===== src/rtl/imem_loader.sv =====
// ============================================================================
// imem_loader
// ----------------------------------------------------------------------------
// Write-side loader for the instruction memory. It takes a byte stream over a
// valid/ready handshake and packs every 4 bytes into one 32-bit instruction
// word, most significant byte first. Each word is written through the memory
// write port at consecutive word addresses starting at base_addr. While a load
// is in progress the CPU is held (cpu_hold) so that fetch never reads a
// partially loaded program.
//
// Optional feature (macro LOADER_CHECKSUM_EN):
//   After the last data word, 4 more bytes (MSB first) are taken as the
//   expected checksum. They are compared against a running 32-bit sum of all
//   written words, and err is set on mismatch. Exposes chk_sum.
//
// Ports
//   clk        in   rising-edge clock
//   rst_n      in   asynchronous active-low reset
//   start      in   one-cycle pulse that begins a load (ignored unless idle)
//   base_addr  in   first word address, sampled on start
//   word_cnt   in   number of words to load, sampled on start
//   in_byte    in   stream data byte
//   in_valid   in   in_byte is valid
//   in_ready   out  loader accepts in_byte this cycle
//   mem_we     out  instruction-memory write enable
//   mem_addr   out  word address of the write
//   mem_wdata  out  assembled instruction word
//   busy       out  load in progress
//   cpu_hold   out  same as busy; holds the CPU PC/fetch
//   done       out  one-cycle pulse at load completion
//   err        out  sticky error (address wrap or checksum mismatch)
//   chk_sum    out  running sum of written words (LOADER_CHECKSUM_EN only)
// ============================================================================
module imem_loader #(
    parameter int ADDR_W = 13,
    parameter int DATA_W = 32
) (
    input  logic              clk,
    input  logic              rst_n,
    input  logic              start,
    input  logic [ADDR_W-1:0] base_addr,
    input  logic [ADDR_W:0]   word_cnt,
    input  logic [7:0]        in_byte,
    input  logic              in_valid,
    output logic              in_ready,
    output logic              mem_we,
    output logic [ADDR_W-1:0] mem_addr,
    output logic [DATA_W-1:0] mem_wdata,
    output logic              busy,
    output logic              cpu_hold,
    output logic              done,
    output logic              err
`ifdef LOADER_CHECKSUM_EN
    ,
    output logic [DATA_W-1:0] chk_sum
`endif
);

    typedef enum logic [2:0] {
        S_IDLE,
        S_COLLECT,
        S_WRITE,
`ifdef LOADER_CHECKSUM_EN
        S_CHECK,
`endif
        S_DONE
    } state_t;

    state_t              state;
    logic [ADDR_W-1:0]   addr;
    logic [ADDR_W:0]     words_left;
    logic [1:0]          byte_idx;
    logic [DATA_W-1:0]   shreg;
    logic [DATA_W-1:0]   shreg_next;
`ifdef LOADER_CHECKSUM_EN
    // Set once the 4th checksum byte is in; the compare happens the cycle after.
    logic                chk_pending;
`endif

    // Incoming byte shifted in at the bottom so the first byte ends up as MSB.
    assign shreg_next = {shreg[DATA_W-9:0], in_byte};

`ifdef LOADER_CHECKSUM_EN
    assign in_ready = (state == S_COLLECT) || ((state == S_CHECK) && !chk_pending);
`else
    assign in_ready = (state == S_COLLECT);
`endif

    assign cpu_hold = busy;

    always_ff @(posedge clk or negedge rst_n) begin
        if (!rst_n) begin
            state      <= S_IDLE;
            addr       <= '0;
            words_left <= '0;
            byte_idx   <= '0;
            shreg      <= '0;
            mem_we     <= 1'b0;
            mem_addr   <= '0;
            mem_wdata  <= '0;
            busy       <= 1'b0;
            done       <= 1'b0;
            err        <= 1'b0;
`ifdef LOADER_CHECKSUM_EN
            chk_pending <= 1'b0;
            chk_sum     <= '0;
`endif
        end else begin
            case (state)
                S_IDLE: begin
                    if (start) begin
                        addr       <= base_addr;
                        words_left <= word_cnt;
                        err        <= 1'b0;
                        byte_idx   <= '0;
`ifdef LOADER_CHECKSUM_EN
                        chk_sum     <= '0;
                        chk_pending <= 1'b0;
`endif
                        if (word_cnt == '0) begin
                            state <= S_DONE;
                            done  <= 1'b1;
                        end else begin
                            state <= S_COLLECT;
                            busy  <= 1'b1;
                        end
                    end
                end

                S_COLLECT: begin
                    if (in_valid) begin
                        shreg    <= shreg_next;
                        byte_idx <= byte_idx + 2'd1;
                        // Registered write outputs are loaded here so that
                        // mem_we is high exactly while the state is WRITE.
                        if (byte_idx == 2'd3) begin
                            state     <= S_WRITE;
                            mem_we    <= 1'b1;
                            mem_addr  <= addr;
                            mem_wdata <= shreg_next;
                        end
                    end
                end

                S_WRITE: begin
                    mem_we     <= 1'b0;
                    addr       <= addr + ADDR_W'(1);
                    words_left <= words_left - (ADDR_W+1)'(1);
                    // Incrementing past all-ones wraps to 0: flag it.
                    if (addr == '1) begin
                        err <= 1'b1;
                    end
`ifdef LOADER_CHECKSUM_EN
                    chk_sum <= chk_sum + mem_wdata;
`endif
                    if (words_left == (ADDR_W+1)'(1)) begin
`ifdef LOADER_CHECKSUM_EN
                        state       <= S_CHECK;
                        chk_pending <= 1'b0;
`else
                        state <= S_DONE;
                        busy  <= 1'b0;
                        done  <= 1'b1;
`endif
                    end else begin
                        state <= S_COLLECT;
                    end
                end

`ifdef LOADER_CHECKSUM_EN
                S_CHECK: begin
                    if (chk_pending) begin
                        if (shreg != chk_sum) begin
                            err <= 1'b1;
                        end
                        chk_pending <= 1'b0;
                        state       <= S_DONE;
                        busy        <= 1'b0;
                        done        <= 1'b1;
                    end else if (in_valid) begin
                        shreg    <= shreg_next;
                        byte_idx <= byte_idx + 2'd1;
                        if (byte_idx == 2'd3) begin
                            chk_pending <= 1'b1;
                        end
                    end
                end
`endif

                S_DONE: begin
                    done  <= 1'b0;
                    state <= S_IDLE;
                end

                default: begin
                    state <= S_IDLE;
                end
            endcase
        end
    end

endmodule


===== config.mk =====
export PLATFORM = sky130hd
export DESIGN_NAME = imem_loader
export DESIGN_NICKNAME = d
export VERILOG_FILES = /design/src/rtl/imem_loader.sv
export SDC_FILE = /design/constraint.sdc
export NUM_CORES = 1
export LEC_CHECK = 0
export BUFFER_PORTS_ARGS = -buffer_cell sky130_fd_sc_hd__clkbuf_2
export CELL_PAD_IN_SITES_DETAIL_PLACEMENT = 1
export CELL_PAD_IN_SITES_GLOBAL_PLACEMENT = 1
export CORE_UTILIZATION = 44
export DETAILED_ROUTE_END_ITERATION = 6
export HOLD_SLACK_MARGIN = 0.12
export PLACE_DENSITY_LB_ADDON = 0.2
export SYNTH_ARGS = -nofsm -noshare
export SYNTH_HDL_FRONTEND = slang
export SYNTH_SLANG_ARGS = --single-unit

===== constraint.sdc =====
create_clock -name clk -period 2.2 [get_ports clk]
set_clock_uncertainty 0.15 [all_clocks]
set_input_delay 0.44 -clock clk [delete_from_list [all_inputs] [get_ports clk]]
set_output_delay 0.44 -clock clk [all_outputs]
set_load 0.02 [all_outputs]

==> flow_summary_export.csv <==
group,metric,value,unit
clocking,clockBufferDepth,2,
die,core_area,10320,um^2
synth,ys_types,59,
detailed_routing,wl_per_cell,18.23,um
synth,synth_edf_count,0,
worst_setup_path,cp-start-kind,"register",
timing,hold_viol_final,0,
timing,fmax,0.4758,GHz
synth,synth_fp_nets,434,
die,die_area,11080,um^2
detailed_routing,routed-wl-met3,732,um
global_route,grt_max_degree,51,
global_route,grt_pass1_vias,3818,
detailed_routing,dr.pass1.iters,4,
die,placementRows,37,
timing,slew_violations,0,
clocking,clock_sinks,104,
die,start_util,45.44,%
timing,setup_viol,0,
clocking,clk_latency,0.37,ns
clocking,cts-buffers-inserted,9,
job,maxCapViolCount,0,
timing,period_share,95.54,%
detailed_routing,routed-wl-met2,5755,um
global_route,grt_overflow_total,0,
die,io_pins,90,
detailed_routing,postRouteAntennaNets,0,
final_layout,syn_to_final_growth,19.55,%
timing,rsz0062_at_grt,"false",
timing,tns,0,ns
die,die_w,105.3,um
final_layout,antennaDiodeCount,0,
clocking,cts_tree,"done",
worst_setup_path,rr_startpoint,"state[1]",
global_route,grt_pass1_wl,19580,um
place,portBuffers,89,
synth,syn_area,4691,um^2
place,dpl.hpwl,8250,um
pwr,power_density,1403,nW/um^2
worst_setup_path,endpoint,"in_ready",
detailed_routing,finalWirelength,11510,um
run_status,outcome,"finished clean",
synth,ys_seq_area_share,55.48,%
detailed_routing,num_vias,3544,
detailed_routing,via_per_inst,5.616,
pwr,p_leak,2.525,nW
worst_setup_path,end_kind,"output port",
worst_setup_path,crit_required,1.61,ns
final_layout,drive_above_1_share,41.62,%
clocking,cts_root_buffer,"clkbuf_8",
timing,min_period,2.102,ns
worst_setup_path,ff2ff_setup_slack,0.15,ns
synth,synth-main-ff-cell,"dfrtp_1",
timing,slew_headroom,54.87,%
detailed_routing,drt-initial-drc-count,136,
synth,synthCells,391,
place,routabilityCongestion,0.8586,
detailed_routing,topRoutingLayerUsed,"met4",
synth,synth.avg_cell_area,12.00,um^2
worst_setup_path,cp.arrival,1.51,ns
die,die_y,105.3,um
worst_setup_path,r2r_cells,5,
detailed_routing,drc,0,
detailed_routing,drt-met1-wl,4807,um
worst_setup_path,worst-path-max-fanout,13,
global_route,track_usage,22.82,%
final_layout,final_nets,533,
worst_setup_path,worstReg2RegEnd,"words_left[10]",
synth,ys_seq_elements,104,
global_route,antenna_found_initial,0,
pwr,vdd_drop_max,0.6728,mV
min_path,hold_path_class,"input port to register",
synth,ys_warn_count,0,
clocking,cts-htree-levels,3,
synth,async_flop_share,100.0,%
timing,worst_slew_pin_slew,0.6708,ns
worst_setup_path,worst-setup-path-type,"register to output port",
timing,fin_hold_ws,0.1564,ns
clocking,clk_pin_slew,0.11,ns
final_layout,final_util,54.32,%
worst_setup_path,startpoint,"state[0]",
==> critical path: stages, from the launching register on <==
cell      delay, ns
dfrtp_2        0.51
nor2b_1        0.37
clkbuf_2       0.26
==> cells by family (layout without fill, tap and decap cells) <==
kind of cell | after synthesis | after routing | synth area share, %
simple gates | 112 | 112 | 12.88
flops | 104 | 104 | 55.48
compound gates | 72 | 72 | 10.64
mux | 67 | 67 | 16.08
buf+inv | 29 | 133 | 3.281
fa+ha+maj | 4 | 4 | 1.067
xor+xnor | 3 | 3 | 0.5603
==> layout make-up <==
class | count | area [um^2]
Tap cell | 136 | 170.2
Sequential cell | 104 | 2605
Multi-Input combinational cell | 258 | 1946
Timing Repair Buffer | 111 | 628.1
Clock inverter | 6 | 98.84
Fill cell | 1134 | 4716
Inverter | 6 | 22.52
Clock buffer | 10 | 137.6
==> metrics by stage <==
step           power [mW]  area (um^2)  instances  setup WS, ns
5_1_grt             8.399         5608        631       0.01898
3_5_place_dp        6.537         5353        614       0.06575
6_report            7.869         5608        631       0.09815
4_1_cts             7.980         5600        631       0.03232
2_1_floorplan       5.438         4691        391        0.3381
3_3_place_gp        6.401         5353        614        0.1233
==> how the worst min path moves through the flow <==
stage / slack (ns) / to / cells after the start / startpoint
after CTS: 0.14 / addr[1] / 3 / base_addr[1]
after detailed placement: 0.24 / mem_addr[2] / 1 / rst_n
after global placement: 0.24 / mem_addr[2] / 1 / rst_n
final: 0.16 / words_left[2] / 3 / word_cnt[2]
after global routing: 0.14 / mem_wdata[1] / 2 / in_byte[1]
after floorplan: -0.006 / addr[0] / 0 / rst_n
==> Yosys cell counts, types with 3 or more instances <==
library cell    n  share of area, %
and3_1          3              0.40
nor4_1          7              0.93
buf_2          12               1.3
dfrtp_1       104                55
o211ai_1        6              0.96
ha_1            4               1.1
nand2_1        27               2.2
a31oi_1         5              0.67
or3_1           4              0.53
inv_1           5              0.40
o21ai_0        17               1.8
clkbuf_1        6              0.48
o22a_1          4              0.75
nor2_1         19               1.5
nand2b_1        3              0.40
nand3_1        17               1.8
nand4_1         5              0.67
buf_6           3              0.72
a22oi_1         3              0.48
a21oi_1        14               1.5
mux2_2         65                16
nor3_1         13               1.4
==> power by group <==
group          switching, mW  total [mW]  leakage [nW]  internal, mW
Combinational           1.61        2.93          1.17          1.32
Clock                  0.697        1.39         0.117         0.692
Sequential             0.745        3.55          1.23          2.81
==> timing repair <==
| action | in CTS | in global routing |
|---|---|---|
| endpoints found under the hold margin | 23 | 0 |
| resized for setup | 1 | 2 |
| setup buffers | 0 | 0 |
| hold buffers | 1 | 0 |
| setup endpoints to repair | 1 | 4 |
| cloned | 0 | 0 |
| pin swaps | 0 | 0 |
==> state kept, by name (all words and copies together), names as in the netlist <==
signal and count:
busy 1, shreg 24, byte_idx 2, mem_we 1, err 1, state 2
addr 13, words_left 14, done 1, mem_wdata 32, mem_addr 13
==> cell usage in the layout (no fill, tap or decap), drive strengths merged, types with 13 or more instances in the layout <==
master,n
o21ai,17
nand3,18
dfrtp,104
a21oi,14
nor3,13
mux2,67
clkbuf,98
nor2,19
buf,22
nand2,27
==> metal layers <==
| layer | vias to the layer above | GRT usage (%) |
|---|---|---|
| met5 | - | 0 |
| met4 | 0 | 8.249 |
| met3 | 19 | 5.751 |
| met2 | 105 | 38.53 |
| met1 | 1786 | 28.30 |
| li1 | 1634 | - |
Note: power is estimated with default switching activity, not from simulation.
